File: config.mk
export PLATFORM = sky130hd
export DESIGN_NAME = lcd_spi_arbiter
export DESIGN_NICKNAME = d
export VERILOG_FILES = /design/src/rtl/lcd_spi_arbiter.sv
export SDC_FILE = /design/constraint.sdc
export NUM_CORES = 1
export LEC_CHECK = 0
export ABC_AREA = 1
export CORE_UTILIZATION = 55
export CTS_BUF_LIST = sky130_fd_sc_hd__clkbuf_2 sky130_fd_sc_hd__clkbuf_4 sky130_fd_sc_hd__clkbuf_8
export CTS_CLUSTER_DIAMETER = 120
export DETAILED_ROUTE_END_ITERATION = 10
export GPL_ROUTABILITY_DRIVEN = 0
export PLACE_DENSITY_LB_ADDON = 0.12
export SLEW_MARGIN = 10
export SYNTH_ARGS = -nofsm -noshare
export SYNTH_HDL_FRONTEND = slang
export SYNTH_SLANG_ARGS = --single-unit
File: constraint.sdc
create_clock -name clk_27mhz -period 1.8 [get_ports clk_27mhz]
set_clock_uncertainty 0.05 [all_clocks]
set_input_delay 0.45 -clock clk_27mhz [delete_from_list [all_inputs] [get_ports clk_27mhz]]
set_output_delay 0.45 -clock clk_27mhz [all_outputs]
set_load 0.05 [all_outputs]
File: src/rtl/lcd_spi_arbiter.sv
// Shares the serial LCD bus between a command requester and a pixel requester,
// serializing each accepted word MSB first inside a low chip-select frame.
module lcd_spi_arbiter #(
   parameter int unsigned WORD_GAP = 1
) (
   input  logic        clk_27mhz,
   input  logic        resetn,
   input  logic        cmd_valid,
   input  logic        cmd_rs,
   input  logic [7:0]  cmd_data,
   input  logic        cmd_last,
   output logic        cmd_ready,
   input  logic        pix_valid,
   input  logic [15:0] pix_data,
   output logic        pix_ready,
   output logic        lcd_cs,
   output logic        lcd_rs,
   output logic        lcd_data,
   output logic        busy,
   output logic [15:0] pix_cnt
);
   localparam logic [3:0] GAP_LOAD = 4'(WORD_GAP);
   localparam logic [7:0] RAMWR    = 8'h2C;

   typedef enum logic [1:0] {IDLE, SHIFT, GAP} state_t;

   state_t      state, state_nxt;
   logic        run;
   logic        lock;
   logic        word_pix;
   logic [15:0] shift_q;
   logic [4:0]  bit_cnt;
   logic [3:0]  gap_cnt;
   logic [15:0] pix_cnt_q;
   logic        cmd_acc;
   logic        pix_acc;
   logic        shift_done;
   logic        gap_done;

   // Commands always win; an open command burst also holds pixels off.
   assign cmd_ready  = run & (state == IDLE);
   assign pix_ready  = run & (state == IDLE) & ~cmd_valid & ~lock;
   assign cmd_acc    = cmd_valid & cmd_ready;
   assign pix_acc    = pix_valid & pix_ready;
   assign shift_done = (state == SHIFT) && (bit_cnt == 5'd1);
   assign gap_done   = (state == GAP) && (gap_cnt <= 4'd1);
   assign busy       = (state != IDLE);
   assign lcd_cs     = (state != SHIFT);
   assign lcd_data   = shift_q[15];
   assign pix_cnt    = pix_cnt_q;

   always_ff @(posedge clk_27mhz or negedge resetn) begin
      if (!resetn) state <= IDLE;
      else         state <= state_nxt;
   end

   always_comb begin
      state_nxt = state;
      unique case (state)
         IDLE:    if (cmd_acc || pix_acc) state_nxt = SHIFT;
         SHIFT:   if (shift_done) state_nxt = (GAP_LOAD == 4'd0) ? IDLE : GAP;
         GAP:     if (gap_done) state_nxt = IDLE;
         default: state_nxt = IDLE;
      endcase
   end

   // The shift register idles at all ones so lcd_data rests high; the 1-fill
   // brings it back to all ones exactly as the last bit leaves.
   always_ff @(posedge clk_27mhz or negedge resetn) begin
      if (!resetn) begin
         run       <= 1'b0;
         lock      <= 1'b0;
         word_pix  <= 1'b0;
         shift_q   <= '1;
         bit_cnt   <= '0;
         gap_cnt   <= '0;
         lcd_rs    <= 1'b1;
         pix_cnt_q <= '0;
      end else begin
         run <= 1'b1;
         if (cmd_acc) begin
            lock     <= ~cmd_last;
            shift_q  <= {cmd_data, 8'hFF};
            bit_cnt  <= 5'd8;
            lcd_rs   <= cmd_rs;
            word_pix <= 1'b0;
            if (!cmd_rs && (cmd_data == RAMWR)) pix_cnt_q <= '0;
         end else if (pix_acc) begin
            shift_q  <= pix_data;
            bit_cnt  <= 5'd16;
            lcd_rs   <= 1'b1;
            word_pix <= 1'b1;
         end else if (state == SHIFT) begin
            shift_q <= {shift_q[14:0], 1'b1};
            bit_cnt <= bit_cnt - 5'd1;
            if (shift_done) begin
               lcd_rs  <= 1'b1;
               gap_cnt <= GAP_LOAD;
               if (word_pix) pix_cnt_q <= pix_cnt_q + 16'd1;
            end
         end else if (state == GAP) begin
            gap_cnt <= gap_cnt - 4'd1;
         end
      end
   end
endmodule

* Word level (Yosys, flattened, before mapping)
Cells that the tools add are included.
** Storage, ports and cells
- Bits in latches :: 0
- Word-level logic and storage cells :: 76
- Bits of input ports :: 30
- Memory bits (writable) :: 0
- Output and inout bits :: 22
- Memories kept :: 0
- Register bits after elaboration :: 47
- Bits in read-only memories :: 0
** Operators by class
- Equal/unequal tests :: 10
- Reductions and logical operators :: 18
- $lt $le $gt $ge :: 1
- Shift-type cells :: 0
- Multiply operators :: 0
- Div/mod/pow operators :: 0
- Muxes and demuxes :: 25
- Add/sub/neg operators :: 3
- Bitwise gates (word level) :: 10
** Operators with widths (count)
- 2-to-1 mux 16 bit :: 9
- adder 16 x 1 -> 16 bit (second input constant) :: 1
- 2-to-1 mux 5 bit :: 3
- 2-to-1 mux 4 bit :: 3
- nonzero test 2 bit :: 6
- equality test 8 x 6 -> 1 bit (second input constant) :: 1
- 2-to-1 mux 1 bit :: 6
- 2-to-1 mux 2 bit :: 3
- != test 2 x 1 -> 1 bit (second input constant) :: 3
- != test 2 bit (second input constant) :: 3
- one-hot mux 2 bit (3 select lines) :: 1
- nonzero test 3 bit :: 2
- AND 1 bit :: 5
- equality test 5 x 1 -> 1 bit (second input constant) :: 1
- NOT 1 bit :: 5
- AND reduction 5 bit :: 1
- subtractor 5 x 1 -> 5 bit (second input constant) :: 1
- <= comparator 4 x 1 -> 1 bit (second input constant) :: 1
- AND reduction 4 bit :: 1
- subtractor 4 x 1 -> 4 bit (second input constant) :: 1
- logical AND 1 bit :: 3
- AND reduction 3 bit :: 1
- equality test 2 x 1 -> 1 bit (second input constant) :: 1
- equality test 2 bit (second input constant) :: 1
- other kinds (4) :: 4

* Longest topological paths before layout
Gate-level depths: netlist (run 1).
- Depth in word-level cells :: 8
- Mapped depth :: 10
- Gate-level depth less buffers :: 10

* Worst setup path after synthesis (run 1)
Ideal clock, no wire load.
- Path kind :: register to register
- From :: reg pix_cnt_q[1], in the netlist pix_cnt[1]
- To :: reg pix_cnt_q[12], in the netlist pix_cnt[12]
- Stages on the path, launching flop included :: 9
- Required time :: 1.632 ns
- Arrival :: 1.634 ns
- Slack :: -0.002 ns
- Path through :: dfrtp_1 -> ha_1 -> nand2_1 -> nor2_1 -> nand3b_1 -> inv_1 -> nand3_1 -> nand3_1 -> nand2_1
** On the way
- Longest elaborated chain between the ends :: 6
** RTL lines
- from (decl) :: RTL line 34 : logic [15:0] pix_cnt_q;
- from (signal assigned) :: RTL line 99 : if (word_pix) pix_cnt_q <= pix_cnt_q + 16'd1;
- adder 16 x 1 -> 16 bit :: RTL line 99
- 2-to-1 mux 16 bit :: RTL line 99
- 2-to-1 mux 16 bit :: RTL line 96 : if (shift_done) begin
- 2-to-1 mux 16 bit :: RTL line 93 : end else if (state == SHIFT) begin
- 2-to-1 mux 16 bit :: RTL line 88 : end else if (pix_acc) begin
- 2-to-1 mux 16 bit :: RTL line 81 : if (cmd_acc) begin
Every way passes these cells. The select of a mux whose other input is x is not followed.
A chain may end at the register's enable or synchronous reset.

* Worst setup path in the final report (run 1)
- From :: reg state[1]
- To :: out pix_ready
** On the way
- Longest elaborated chain between the ends :: 4
** RTL lines
- from (decl) :: RTL line 27 : state_t state, state_nxt;
- from (signal assigned) :: RTL line 54 : else state <= state_nxt;
- logical NOT 2 bit :: RTL line 42 : assign pix_ready = run & (state == IDLE) & ~cmd_valid & ~lock;
- AND 1 bit (3 in a row) :: RTL line 42
- to (decl) :: RTL line 15 : output logic pix_ready,
Every way passes these cells.

==> results.sh, run 1 <==
export IMPL_grt_pass1_wl_mm=11.5
export IMPL_nets=506
export IMPL_syn2layout_area_growth_pct=37.0
export IMPL_crit_family="flip-flops"
export IMPL_core_area_mm2=0.00507
export IMPL_htreeDepth=2
export IMPL_ys_ff_latch=47
export IMPL_synthArstFlopShare_pct=100
export IMPL_clock_latency_ns=0.31
export IMPL_seq_area_frac_synth_pct=41.4
export IMPL_cp_data_arrival_time_ns=1.29
export IMPL_synthCells=400
export IMPL_dp_hpwl_mm=4.91
export IMPL_netlist_area_mm2=0.00289
export IMPL_clockRootBuffer="clkbuf_8"
export IMPL_synth_ff_type="dfrtp_1"
export IMPL_maxCapViolations=0
export IMPL_grt_pass1_vias=2681
export IMPL_overflow=0
export IMPL_viasPerCell=5.15
export IMPL_dieWidth_um=74.5
export IMPL_crit_fanout=3
export IMPL_crit_type="flip-flop to primary output"
export IMPL_n_antenna_cell=0
export IMPL_synth_edff_count=0
export IMPL_setup_violations=0
export IMPL_ir_drop_v=0.00135
export IMPL_synth_top_area_cell="dfrtp_1"
export IMPL_vias=2790
export IMPL_p_total_w=0.00648
export IMPL_cp_required_ns=1.30
export IMPL_wl_per_cell_um=12.8
export IMPL_start_util_pct=57.0
export IMPL_portBuffers=51
export IMPL_drive_gt1_share_pct=20.6
export IMPL_clock_sinks=47
export IMPL_io_pin_count=52
export IMPL_drc=0
export IMPL_fin_crit_ns=1.79
export IMPL_yosys_cell_types_count=35
export IMPL_synth_top_area_share_pct=26.0
export IMPL_stdcell_count=542
export IMPL_clkTransAtPathRegs_ns=0.09
export IMPL_dieArea_mm2=0.00555
export IMPL_crit_buf_inv=1
export IMPL_fmax_mhz=557
export IMPL_ys_top_cells_by_count="nand2_1 (154), inv_1 (46), nand3_1 (34)"
export IMPL_die_h_um=74.5
export IMPL_synth_warnings=0
export IMPL_worst_r2r_setup_slack_ns=0.11
export IMPL_cpPeakStageDelay_ns=0.45
export IMPL_critPathSlowestCell="dfrtp_2"
export IMPL_antenna_found_initial=0
export IMPL_cts_hold_buf=0
export IMPL_cp_end_kind="primary output"
export IMPL_synth_nets=435
export IMPL_rsz0062_at_grt="yes"
export IMPL_cp_start_kind="flip-flop"
export IMPL_hp_class="input port to async pin"
export IMPL_grt_use_total_pct=27.3
export IMPL_synth_area_leaders="dfrtp_1 (26%), nand2_1 (20%), dfstp_2 (15%)"
export IMPL_cts_made_buffers=5
export IMPL_drtIter0Drc=99
export IMPL_grt_max_degree=48
export IMPL_rows=26
export IMPL_wirelength_mm=6.96
export IMPL_clockBufferDepth=2
export IMPL_power_leakage_nw=2.01
export IMPL_finalHoldViolCount=0
export IMPL_drtPass1Iterations=4
export IMPL_synth_most_common_cell="nand2_1"
export IMPL_dp_cells=531
export IMPL_status="complete, no violations"
export IMPL_drv_slew=0
export IMPL_cellPowerDensity_mw_per_mm2=1640
export IMPL_antenna_left=0
export IMPL_syn_area_per_cell_um2=7.23
export IMPL_finalCritPeriodShare_pct=99.7
export IMPL_crit_chain="nor2_4, nand2_2, nor2b_4, buf_12"
export IMPL_cts_tree="done"
==> stage by stage <==
step	util, %	hold WS [ns]	instance area [µm²]	worst slack [ns]	setup TNS, ns
4_1_cts	77.8	0.0648	3950	-0.0274	-0.0274
5_1_grt	78.0	0.0760	3960	-0.0527	-0.117
6_report	78.0	0.0587	3960	0.00605	0
3_5_place_dp	74.9	0.406	3800	-0.208	-5.79
3_3_place_gp	74.9	0.403	3800	-0.157	-4.63
2_1_floorplan	-	0.104	2890	0.00601	0
==> cell type report <==
class / instances / area (µm²)
Timing Repair Buffer: 77 / 927
Multi-Input combinational cell: 291 / 1450
Clock inverter: 3 / 43.8
Clock buffer: 5 / 68.8
Fill cell: 369 / 1110
Inverter: 49 / 186
Sequential cell: 47 / 1200
Tap cell: 70 / 87.6
==> worst paths after layout <==
path	startpoint	end	cells past startpoint
worst max-delay path	state[1]	pix_ready	4
worst min-delay path	resetn	lock	2
worst max register to register	state[0]	pix_cnt[7]	9
worst min register to register	shift_q[3]	shift_q[3]	2
max in group asynchronous	resetn	shift_q[15]	2
min in group clk_27mhz	shift_q[3]	shift_q[3]	2
==> worst register-to-register path, cell delays in order (launching register included) <==
cell,delay (ns)
dfrtp_1,0.41
buf_4,0.13
inv_2,0.04
nor2_4,0.15
buf_4,0.18
nand3_4,0.12
o21ai_4,0.19
nand2_4,0.15
nand2_1,0.11
nand2_1,0.05
==> placed cells by master, fill, tap and decap left out, drive strengths merged, types with 17 or more instances in the layout <==
cell	netlist	routed
dfstp	17	17
nand2	155	155
nand3	37	37
clkdlybuf4s50	0	27
nor2	31	31
buf	12	49
inv	49	49
dfrtp	30	30
==> power breakdown <==
part	leakage (nW)	switching [W]	internal, W
logic	1.40	0.00202	0.00157
registers	0.555	0.000459	0.00164
clock network	0.0581	0.000377	0.000414
==> kinds of logic after synthesis <==
family | synth area share (%)
buffers and inverters | 9.09
XOR/XNOR | 1.51
AND/OR/NAND/NOR | 38.6
AO/OA/AOI/OAI | 7.14
other | 0.130
adder cells (fa/ha/maj) | 2.16
flip-flops | 41.4
==> state kept, by name, indices dropped and copies added, names as in the netlist <==
register and flops:
run 1, lock 1, lcd_rs 1, pix_cnt 16, state 2, gap_cnt 4
word_pix 1, bit_cnt 5, shift_q 16
==> timing repair <==
action                     in CTS  in global routing
pin swaps                       3                  2
setup buffers                   2                  1
setup endpoints to repair       3                 19
gates resized for setup         8                  2
==> per-layer routing <==
layer | vias to the layer above | part of all wire, % | global-route usage, %
met2 | 74 | 49 | 49.2
li1 | 1396 | - | -
met5 | - | 0 | 0
met4 | 0 | 2.7 | 11.5
met3 | 21 | 4.4 | 5.56
met1 | 1299 | 43 | 31.1
Power figures use the tool's default switching activity.
==> inputs of run 2 (changes only) <==
--- a/config.mk
+++ b/config.mk
@@ -8,7 +8,6 @@
 export ABC_AREA = 1
 export CORE_UTILIZATION = 55
 export CTS_BUF_LIST = sky130_fd_sc_hd__clkbuf_2 sky130_fd_sc_hd__clkbuf_4 sky130_fd_sc_hd__clkbuf_8
-export CTS_CLUSTER_DIAMETER = 120
 export DETAILED_ROUTE_END_ITERATION = 10
 export GPL_ROUTABILITY_DRIVEN = 0
 export PLACE_DENSITY_LB_ADDON = 0.12
==> results of run 2 <==
Final layout, timing and power as in run 1 (identical DEF).
==> inputs of run 3 (changes only) <==
--- a/config.mk
+++ b/config.mk
@@ -11,7 +11,8 @@
 export DETAILED_ROUTE_END_ITERATION = 10
 export GPL_ROUTABILITY_DRIVEN = 0
 export PLACE_DENSITY_LB_ADDON = 0.12
-export SLEW_MARGIN = 10
+export RECOVER_POWER = 25
+export SLEW_MARGIN = 20
 export SYNTH_ARGS = -nofsm -noshare
 export SYNTH_HDL_FRONTEND = slang
 export SYNTH_SLANG_ARGS = --single-unit
==> run 3 against run 2 <==
Effect of this change: clock power barely moved; non-clock buffer count stayed put; sequential share of layout area grew 0.12 points; sequential power about the same; hold slack improved by 0.33 ns; via count fell by 0.14%; flip-flop and latch count did not move; die area stayed put; maximum frequency about the same; final area is 0.38% lower; combinational power is essentially flat; largest cell class unchanged; largest power group unchanged; highest routed layer unchanged.
==> results.sh, run 3 (synthesis results as in run 1) <==
export IMPL_grt_pass1_wl_mm=11.5
export IMPL_cp_end_kind="primary output"
export IMPL_dp_hpwl_mm=4.91
export IMPL_vias=2786
export IMPL_crit_type="flip-flop to primary output"
export IMPL_io_pin_count=52
export IMPL_power_leakage_nw=2.00
export IMPL_portBuffers=51
export IMPL_clock_latency_ns=0.31
export IMPL_ir_drop_v=0.00135
export IMPL_drive_gt1_share_pct=20.6
export IMPL_cp_data_arrival_time_ns=1.29
export IMPL_crit_buf_inv=1
export IMPL_wl_per_cell_um=12.8
export IMPL_crit_chain="nor2_4, nand2_2, nor2b_4, buf_12"
export IMPL_drv_slew=0
export IMPL_rsz0062_at_grt="yes"
export IMPL_die_h_um=74.5
export IMPL_syn2layout_area_growth_pct=36.4
export IMPL_hp_class="input port to async pin"
export IMPL_antenna_found_initial=0
export IMPL_fin_crit_ns=1.79
export IMPL_maxCapViolations=0
export IMPL_pwr_share_clk_pct=12.2
export IMPL_p_sw_w=0.00286
export IMPL_cts_tree="done"
export IMPL_sw_frac_of_total_pct=44.2
export IMPL_htreeDepth=2
export IMPL_cpPeakStageDelay_ns=0.45
export IMPL_clkTransAtPathRegs_ns=0.09
export IMPL_cellPowerDensity_mw_per_mm2=1640
export IMPL_seqPwrFrac_pct=32.4
export IMPL_final_cell_mix="nand2_1 (153), inv_1 (46), nand3_1 (34)"
export IMPL_clock_sinks=47
export IMPL_wirelength_mm=6.96
export IMPL_viasPerCell=5.14
export IMPL_p_int_w=0.00362
export IMPL_finalCritPeriodShare_pct=99.6
export IMPL_grt_use_total_pct=27.3
export IMPL_drtIter0Drc=100
export IMPL_timing_slew_headroom_pct=23.9
export IMPL_dieWidth_um=74.5
export IMPL_antenna_left=0
export IMPL_setup_violations=0
export IMPL_worst_pin_slew_ns=1.14
export IMPL_dieArea_mm2=0.00555
export IMPL_dp_cells=531
export IMPL_rows=26
export IMPL_core_area_mm2=0.00507
export IMPL_comb_power_share_pct=55.4
export IMPL_cts_made_buffers=5
export IMPL_nets=506
export IMPL_cp_required_ns=1.30
export IMPL_n_antenna_cell=0
export IMPL_overflow=0
export IMPL_grt_pass1_vias=2681
export IMPL_critPathSlowestCell="dfrtp_2"
export IMPL_drc=0
export IMPL_clockBufferDepth=2
export IMPL_start_util_pct=57.0
export IMPL_crit_family="flip-flops"
export IMPL_drtPass1Iterations=4
export IMPL_fmax_mhz=558
export IMPL_cp_start_kind="flip-flop"
export IMPL_crit_fanout=3
export IMPL_finalHoldViolCount=0
export IMPL_p_total_w=0.00647
export IMPL_final_common_cell="nand2_1"
export IMPL_grt_max_degree=48
export IMPL_status="complete, no violations"
export IMPL_clockRootBuffer="clkbuf_8"
export IMPL_stdcell_count=542
run 3: worst reg2reg max path, delay by kind of cell, from the launching register on:
| family | cells | cell delay [ns] |
|---|---|---|
| AO/OA/AOI/OAI | 1 | 0.19 |
| flip-flops | 1 | 0.41 |
| AND/OR/NAND/NOR | 5 | 0.58 |
| buffers and inverters | 3 | 0.35 |
run 3: cell type report:
class / count / area, µm²
multi-input cells: 291 / 1450
clock inverters: 3 / 43.8
fillers: 371 / 1130
repair buffers: 77 / 912
well taps: 70 / 87.6
inverters: 49 / 186
clock buffers: 5 / 68.8
flip-flops and latches: 47 / 1200
run 3: repair_timing:
item / in CTS / in global routing
hold buffers: 0 / 0
endpoints found under the setup margin: 3 / 19
pin swaps: 3 / 2
resized for setup: 8 / 2
buffers inserted: 2 / 1
run 3: power by group through the flow:
stage	logic [W]	registers (W)	clock network [W]
floorplan	0.00173	0.00245	0
global placement	0.00335	0.00208	0
detailed placement	0.00344	0.00210	0
CTS	0.00357	0.00209	0.000805
global route	0.00391	0.00216	0.000846
finish	0.00359	0.00210	0.000791
run 3: through the flow:
| step | utilization (%) | setup WS [ns] | hold slack (ns) | area [µm²] | TNS, ns |
|---|---|---|---|---|---|
| after floorplan | - | 0.00601 | 0.104 | 2890 | 0 |
| after global placement | 74.9 | -0.157 | 0.403 | 3800 | -4.63 |
| after detailed placement | 74.9 | -0.208 | 0.406 | 3800 | -5.79 |
| after CTS | 77.8 | -0.0274 | 0.0648 | 3950 | -0.0274 |
| after global routing | 77.7 | -0.0527 | 0.442 | 3950 | -0.117 |
| final | 77.7 | 0.00632 | 0.391 | 3950 | 0 |
run 3: routing by layer:
| layer | track usage, % | up-vias | share of wire [%] |
|---|---|---|---|
| li1 | - | 1396 | - |
| met1 | 31.1 | 1299 | 43 |
| met2 | 49.2 | 70 | 50 |
| met3 | 5.56 | 21 | 4.3 |
| met4 | 11.5 | 0 | 2.7 |
| met5 | 0 | - | 0 |
run 3: final timing paths:
check | startpoint | cells past startpoint | end | slack (ns)
min in group clk_27mhz | shift_q[3] | 2 | shift_q[3] | 0.42
max reg2reg | state[0] | 9 | pix_cnt[7] | 0.11
max in group asynchronous | resetn | 2 | pix_cnt[1] | 0.55
min | resetn | 2 | lock | 0.39
max | state[1] | 4 | pix_ready | 0.006
min reg2reg | shift_q[3] | 2 | shift_q[3] | 0.42
